==> src/rtl/inst_fetch.sv <==
// Instruction fetch front end: sequential PC generation, one-deep memory pipeline,
// and a 2-entry {pc, inst} buffer toward decode with redirect flush.
package inst_fetch_pkg;
  localparam int ADDR_WIDTH = 32;
  localparam int DATA_WIDTH = 32;
endpackage

module inst_fetch #(
  parameter int ADDR_WIDTH = inst_fetch_pkg::ADDR_WIDTH,
  parameter int DATA_WIDTH = inst_fetch_pkg::DATA_WIDTH,
  parameter logic [ADDR_WIDTH-1:0] RESET_PC = '0
) (
  input  logic                  clk,
  input  logic                  rst_n,
  output logic [ADDR_WIDTH-1:0] mem_addr,
  input  logic [DATA_WIDTH-1:0] mem_inst,
  input  logic                  redirect_valid,
  input  logic [ADDR_WIDTH-1:0] redirect_pc,
  output logic                  out_valid,
  input  logic                  out_ready,
  output logic [DATA_WIDTH-1:0] out_inst,
  output logic [ADDR_WIDTH-1:0] out_pc
);

  logic [ADDR_WIDTH-1:0] fetch_pc;
  logic [ADDR_WIDTH-1:0] inflight_pc;
  logic                  inflight;
  logic [ADDR_WIDTH-1:0] head_pc, tail_pc;
  logic [DATA_WIDTH-1:0] head_inst, tail_inst;
  logic [1:0]            count;
  logic                  pop, push, issue;
  logic [2:0]            occ;

  assign mem_addr = fetch_pc;
  assign out_pc   = head_pc;
  assign out_inst = head_inst;

  // occ is the buffer occupancy once this cycle's pop and the pending response settle;
  // issuing only when it is at most 1 guarantees the buffer can take the response.
  always_comb begin
    out_valid = (count != 2'd0) && !redirect_valid;
    pop       = out_valid && out_ready;
    push      = inflight && !redirect_valid;
    occ       = {1'b0, count} + {2'b00, inflight} - {2'b00, pop};
    issue     = !redirect_valid && (occ <= 3'd1);
  end

  always_ff @(posedge clk or negedge rst_n) begin
    if (!rst_n) begin
      fetch_pc    <= RESET_PC;
      inflight    <= 1'b0;
      inflight_pc <= '0;
      count       <= 2'd0;
      head_pc     <= '0;
      head_inst   <= '0;
      tail_pc     <= '0;
      tail_inst   <= '0;
    end else if (redirect_valid) begin
      fetch_pc <= {redirect_pc[ADDR_WIDTH-1:2], 2'b00};
      inflight <= 1'b0;
      count    <= 2'd0;
    end else begin
      inflight <= issue;
      if (issue) begin
        inflight_pc <= fetch_pc;
        fetch_pc    <= fetch_pc + ADDR_WIDTH'(4);
      end
      case ({push, pop})
        2'b10: begin
          if (count == 2'd0) begin
            head_pc   <= inflight_pc;
            head_inst <= mem_inst;
          end else begin
            tail_pc   <= inflight_pc;
            tail_inst <= mem_inst;
          end
          count <= count + 2'd1;
        end
        2'b01: begin
          head_pc   <= tail_pc;
          head_inst <= tail_inst;
          count     <= count - 2'd1;
        end
        2'b11: begin
          if (count == 2'd1) begin
            head_pc   <= inflight_pc;
            head_inst <= mem_inst;
          end else begin
            head_pc   <= tail_pc;
            head_inst <= tail_inst;
            tail_pc   <= inflight_pc;
            tail_inst <= mem_inst;
          end
        end
        default: ;
      endcase
    end
  end

endmodule
==> config.mk <==
export PLATFORM = sky130hd
export DESIGN_NAME = inst_fetch
export DESIGN_NICKNAME = d
export VERILOG_FILES = /design/src/rtl/inst_fetch.sv
export SDC_FILE = /design/constraint.sdc
export NUM_CORES = 1
export LEC_CHECK = 0
export BUFFER_PORTS_ARGS = -buffer_cell sky130_fd_sc_hd__buf_2
export CORE_UTILIZATION = 36
export CTS_BUF_LIST = sky130_fd_sc_hd__clkbuf_8 sky130_fd_sc_hd__clkbuf_16
export CTS_CLUSTER_SIZE = 40
export DETAILED_ROUTE_END_ITERATION = 7
export GPL_ROUTABILITY_DRIVEN = 0
export PLACE_DENSITY = 0.6
export SKIP_LAST_GASP = 1
export SLEW_MARGIN = 0
export SYNTH_ARGS = -nofsm -noshare
export SYNTH_HDL_FRONTEND = slang
export SYNTH_SLANG_ARGS = --single-unit
export TNS_END_PERCENT = 30
==> constraint.sdc <==
create_clock -name clk -period 3.65 [get_ports clk]
set_input_delay 0.73 -clock clk [delete_from_list [all_inputs] [get_ports clk]]
set_output_delay 0.73 -clock clk [all_outputs]
set_load 0.02 [all_outputs]
* Word-level counts from Yosys, hierarchy flattened
Index checks and enable logic that the tools add are counted.
Storage, ports and cells: bits in registers 195, input bits 68
Cells by class: $add $sub $neg 5, magnitude comparators 1, equality and inequality tests 7, multiplexer cells 17, bitwise logic cells 1, reduce and logical (&&, ||, !) cells 14
Operator list (count):
- $mux W32 | 10
- $pmux W32 S3 | 2
- $pmux W32 S2 | 2
- $add A32 B3 Y32 const B | 1
- $ne A2 B2 Y1 const B | 3
- $reduce_bool A2 Y1 | 3
- $reduce_bool A3 Y1 | 2
- $eq A2 B1 Y1 const B | 2
- $eq A2 B2 Y1 const B | 2
- $logic_and A1 B1 Y1 | 4
- $pmux W2 S2 | 1
- $reduce_and A4 Y1 | 1
- $add A2 B1 Y3 | 1
- $le A3 B1 Y1 const B | 1
- $reduce_and A3 Y1 | 1
- $sub A3 B1 Y3 | 1
- $add A2 B1 Y2 const B | 1
- $logic_not A2 Y1 | 1
- $mux W2 | 1
- $reduce_and A2 Y1 | 1
- $sub A2 B1 Y2 const B | 1
- $logic_not A1 Y1 | 1
- $mux W1 | 1
- $not A1 Y1 | 1

* Depth between registers and ports, before layout
depth after elaboration 8, mapped depth 15, gate-level depth less buffers 12

* Worst setup path after synthesis
Ideal clock, no wire load.
path type input -> register, from input port redirect_valid, to register fetch_pc[29], in the netlist mem_addr[29], arrival 3601 ps, required time 3568 ps, slack -33 ps, cell stages on the path 13, cells stage by stage buf_2 nor3b_2 ha_1 inv_1 ha_1 inv_1 fa_1 xor2_1 buf_6 or4_1 buf_2 or4_1 a31oi_1
On the way: cells in the longest elaborated chain, start to end 7, elaborated cells between the ends (all ways) 8
RTL lines:
- start, declared | RTL line 17 | input logic redirect_valid,
- $logic_not A1 Y1 | RTL line 41, 45
- $logic_and A1 B1 Y1 | RTL line 41 | out_valid = (count != 2'd0) && !redirect_valid;
- $logic_and A1 B1 Y1 | RTL line 42 | pop = out_valid && out_ready;
- $sub A3 B1 Y3 | RTL line 44 | occ = {1'b0, count} + {2'b00, inflight} - {2'b00, pop};
- $le A3 B1 Y1 | RTL line 45 | issue = !redirect_valid && (occ <= 3'd1);
- $logic_and A1 B1 Y1 | RTL line 45
- $reduce_bool A2 Y1 (no line)
- end signal, assigned | RTL line 59 | fetch_pc <= {redirect_pc[ADDR_WIDTH-1:2], 2'b00};
- end signal, assigned | RTL line 66 | fetch_pc <= fetch_pc + ADDR_WIDTH'(4);
- end, declared | RTL line 25 | logic [ADDR_WIDTH-1:0] fetch_pc;
Several ways; a longest one is shown, not always the timed one. A chain may end at the register's enable or synchronous reset.

* Worst setup path in the final report
from register count[0], to register fetch_pc[22], in the netlist mem_addr[22]
On the way: cells in the longest elaborated chain, start to end 7, elaborated cells between the ends (all ways) 8
RTL lines:
- start, declared | RTL line 30 | logic [1:0] count;
- start signal, assigned | RTL line 77 | count <= count + 2'd1;
- start signal, assigned | RTL line 82 | count <= count - 2'd1;
- parallel branches: the longest is 3 deep, another holds $add A2 B1 Y3
- $sub A3 B1 Y3 * | RTL line 44
- $le A3 B1 Y1 * | RTL line 45
- $logic_and A1 B1 Y1 * | RTL line 45
- $reduce_bool A2 Y1 (no line) *
Every way passes the cells marked *.

==> results by group <==
Cells and area
  • Share of layout cells above drive strength 1: 34.7%
  • Synth-to-layout area growth: 21.7%
  • Fillers: 2183
  • Sequential cell area: 0.00468 sq mm
  • Nets: 929
  • Multi-input gate area: roughly 0.0034 sq mm
  • Most common cell after layout, fill and taps aside: dfrtp_1
  • Ant diodes: 0
  • Most frequent cells in the layout: dfrtp_1 (187), buf_2 (157), nor2_1 (87)
  • Layout Utilization: roughly 45%

Global route
  • Vias in the first global route: 5499
  • Initial antenna violation count: 0
  • First-pass GRT wire length: 30000 um
  • All-Layer GR Usage: 16.2%
  • Remaining Overflow, GRT: 0
  • Pin count of the biggest net entering global routing: approximately 130

Run status
  • Status: finished clean

Timing
  • Minimum clock period: 3430 ps
  • FMAX: between 0.2 and 0.3 GHz
  • Setup TNS Final: 0 ps
  • Fin. Hold Viols: 0
  • Slew Limit Headroom: 48.8%
  • Crit share post-route: 93.9%
  • Setup Skew: between 10 and 15 ps
  • Final setup fails: 0
  • RSZ-0062 raised after global routing: false
  • Fin worst setup slack: approximately 220 ps
  • Worst Tran Pin Value: ~770 ps
  • Slew Limit Fails: 0

Floorplanning
  • Core Area: 0.0226 sq mm
  • Die W: about 150 um
  • Initial core utilization: ~37%
  • Die H: 153 um
  • Die area: 0.0236 sq mm
  • Row count: 55
  • I/O pins: 165

Detailed routing
  • Average vias per placed instance: 4.99
  • Detail Route Antenna Nets: 0
  • DR pass1 iterations: 4
  • Vias: 5749
  • 1st-iter DRT viols: ~280
  • Total wire length: 18400 um
  • WL/cell: 16.0 um
  • # DRC: 0

Setup path
  • Worst path cell trace: inv_1 -> ha_2 -> nor3b_4 -> ha_1 -> inv_1 -> ha_1 -> inv_1 -> fa_1 -> nand2_1 -> or4_1 -> buf_6 -> or4_1 -> a31oi_1
  • Cells on worst reg2reg path: 13
  • Crit-path slowest cell: fa_1
  • Worst stage delay on the critical path: 530 ps
  • CP required: 4000 ps
  • R2R Path End: mem_addr[22]
  • Crit. End Element: flop
  • Crit Path Category: flop to flop
  • FF-to-FF Start: count[0]
  • Worst Path Arrival: 3780 ps
  • Cell mode on critical path: inv_1
  • CP Launch Type: flop
  • Reg2Reg Setup Slack: 220 ps
  • Crit Path Max Fanout: 19

Yosys
  • Ranking of synthesized cells by area: dfrtp_1 (57%), mux2_2 (12%), mux2i_1 (8.0%)
  • Mean Syn Cell Area: 11.7 sq um
  • FFs w/ async S/R, synth: 100%
  • Flops & latches, synth: about 190
  • Synth area leader: dfrtp_1
  • Mapped cell area: 0.00826 sq mm
  • Yosys top cell area share: a little under three fifths
  • Post-synthesis sequential area ratio: a little under three fifths
  • Mapped Cells: 705
  • Number of synthesized flops with an enable pin: 0
  • Post-synth cell types: 38
  • Prevailing post-synth register cell: dfrtp_1
  • Yosys warns: 0

Placed design
  • Post-detail-place hpwl: 12000 um
  • Place WS: -10.5 ps
  • Port bufs: 158

Power and ir drop
  • PwrDens: 847 mW/mm^2
  • Leak: 4.74 nW
  • VDD IR max: 0.000440 V

Clock network
  • Clock sink count: between 150 and 200
  • CTS tree: yes
  • Clock buffer depth: 2
  • Root Driver: clkbuf_16
  • H-Tree Depth: 4
  • Reg clk slew, reported paths: 70 ps
  • Worst-Skew Late Latency: 420 ps
  • CTS buffer count: 17
  • Post-CTS Setup Bufs: 0

Job
  • Max Cap Viol: 0

Min path
  • Worst Hold Class: primary input to async pin
[Yosys cell counts, types with 2 or more instances]
cell type and count:
dfrtp_1 187, nor2_1 89, mux2_2 86, mux2i_1 66, a21oi_1 63, clkbuf_1 33, a31oi_1 20, or4_1 19
nand2_1 18, nand3_1 17, o31ai_1 16, o21ai_0 13, inv_1 11, buf_2 8, xnor2_1 8, mux2_1 6
ha_1 5, nor3_1 5, buf_4 4, nand4_1 4, nor4_1 3, xor2_1 3, and3_1 2, buf_1 2
nor4b_1 2, or2_2 2, or3_1 2
[worst max-delay path by stage]
stage	from	end	slack (ps)	depth (start not counted)
final	count[0]	mem_addr[22]	220	13
after global routing	count[0]	mem_addr[22]	7	13
after CTS	count[0]	mem_addr[22]	120	13
after detailed placement	redirect_valid	mem_addr[22]	-10	12
after global placement	redirect_valid	mem_addr[22]	30	12
after floorplan	redirect_valid	mem_addr[29]	20	13
[per-layer routing]
metal / up-vias / global-route usage (%) / share of wire, %
met2: 145 / 24.8 / 47
met1: 2782 / 23.5 / 49
met5: - / 0 / 0
met4: 0 / 4.10 / 0.36
li1: 2818 / - / -
met3: 4 / 3.37 / 4.5
[cells by family (layout without fill, tap and decap cells)]
family | count (synthesis) | after routing | synth area share, %
DFF | 187 | 187 | 56.7
and+or+nand+nor | 169 | 169 | 9.74
muxes | 158 | 158 | 20.5
AOI/OAI and AO/OA | 114 | 114 | 7.77
buffers and inverters | 59 | 219 | 3.08
xor gates and xnor gates | 11 | 11 | 1.17
adders and majority gates | 6 | 6 | 1.00
other | 1 | 4 | 0.0454
[through the flow]
| stage | hold slack [ps] | cells | power (W) | instance area (sq um) |
|---|---|---|---|---|
| floorplan | 434 | 708 | 0.00572 | 8280 |
| global placement | 485 | 1121 | 0.00670 | 9460 |
| detailed placement | 492 | 1121 | 0.00679 | 9460 |
| CTS | 406 | 1153 | 0.00865 | 10000 |
| global route | 430 | 1153 | 0.00912 | 10100 |
| finish | 354 | 1153 | 0.00852 | 10100 |
[area by class of cell]
class | count | share of cell area (%)
flip-flops and latches | 187 | 46.5
multi-input cells | 462 | 33.6
repair buffers | 176 | 10.1
clock buffers | 22 | 4.92
well taps | 285 | 3.55
clock inverters | 10 | 0.921
inverters | 11 | 0.411
[state kept, by name, indices dropped and copies added, names as in the netlist]
register / cells
out_inst: 32
inflight: 1
out_pc: 30
tail_pc: 30
mem_addr: 30
count: 2
tail_inst: 32
inflight_pc: 30
[power breakdown]
part | total [W] | internal, W | switching, W
sequential | 0.00352 | 0.00299 | 0.000533
combinational | 0.00317 | 0.00144 | 0.00174
clock | 0.00182 | 0.00103 | 0.000785
[worst max-delay path, delay by kind of cell (launching register included)]
family                   cells  cell delay, ps
AND/OR/NAND/NOR              4            1300
buffers and inverters        4             360
AO/OA/AOI/OAI                1             180
flip-flops                   1             380
adder cells (fa/ha/maj)      4            1130
[repair_timing]
item / in CTS / in global routing
endpoints found under the setup margin: 0 / 8
hold buffers: 0 / 0
gates resized for setup: 0 / 2
Note: power is estimated with default switching activity, not from simulation.
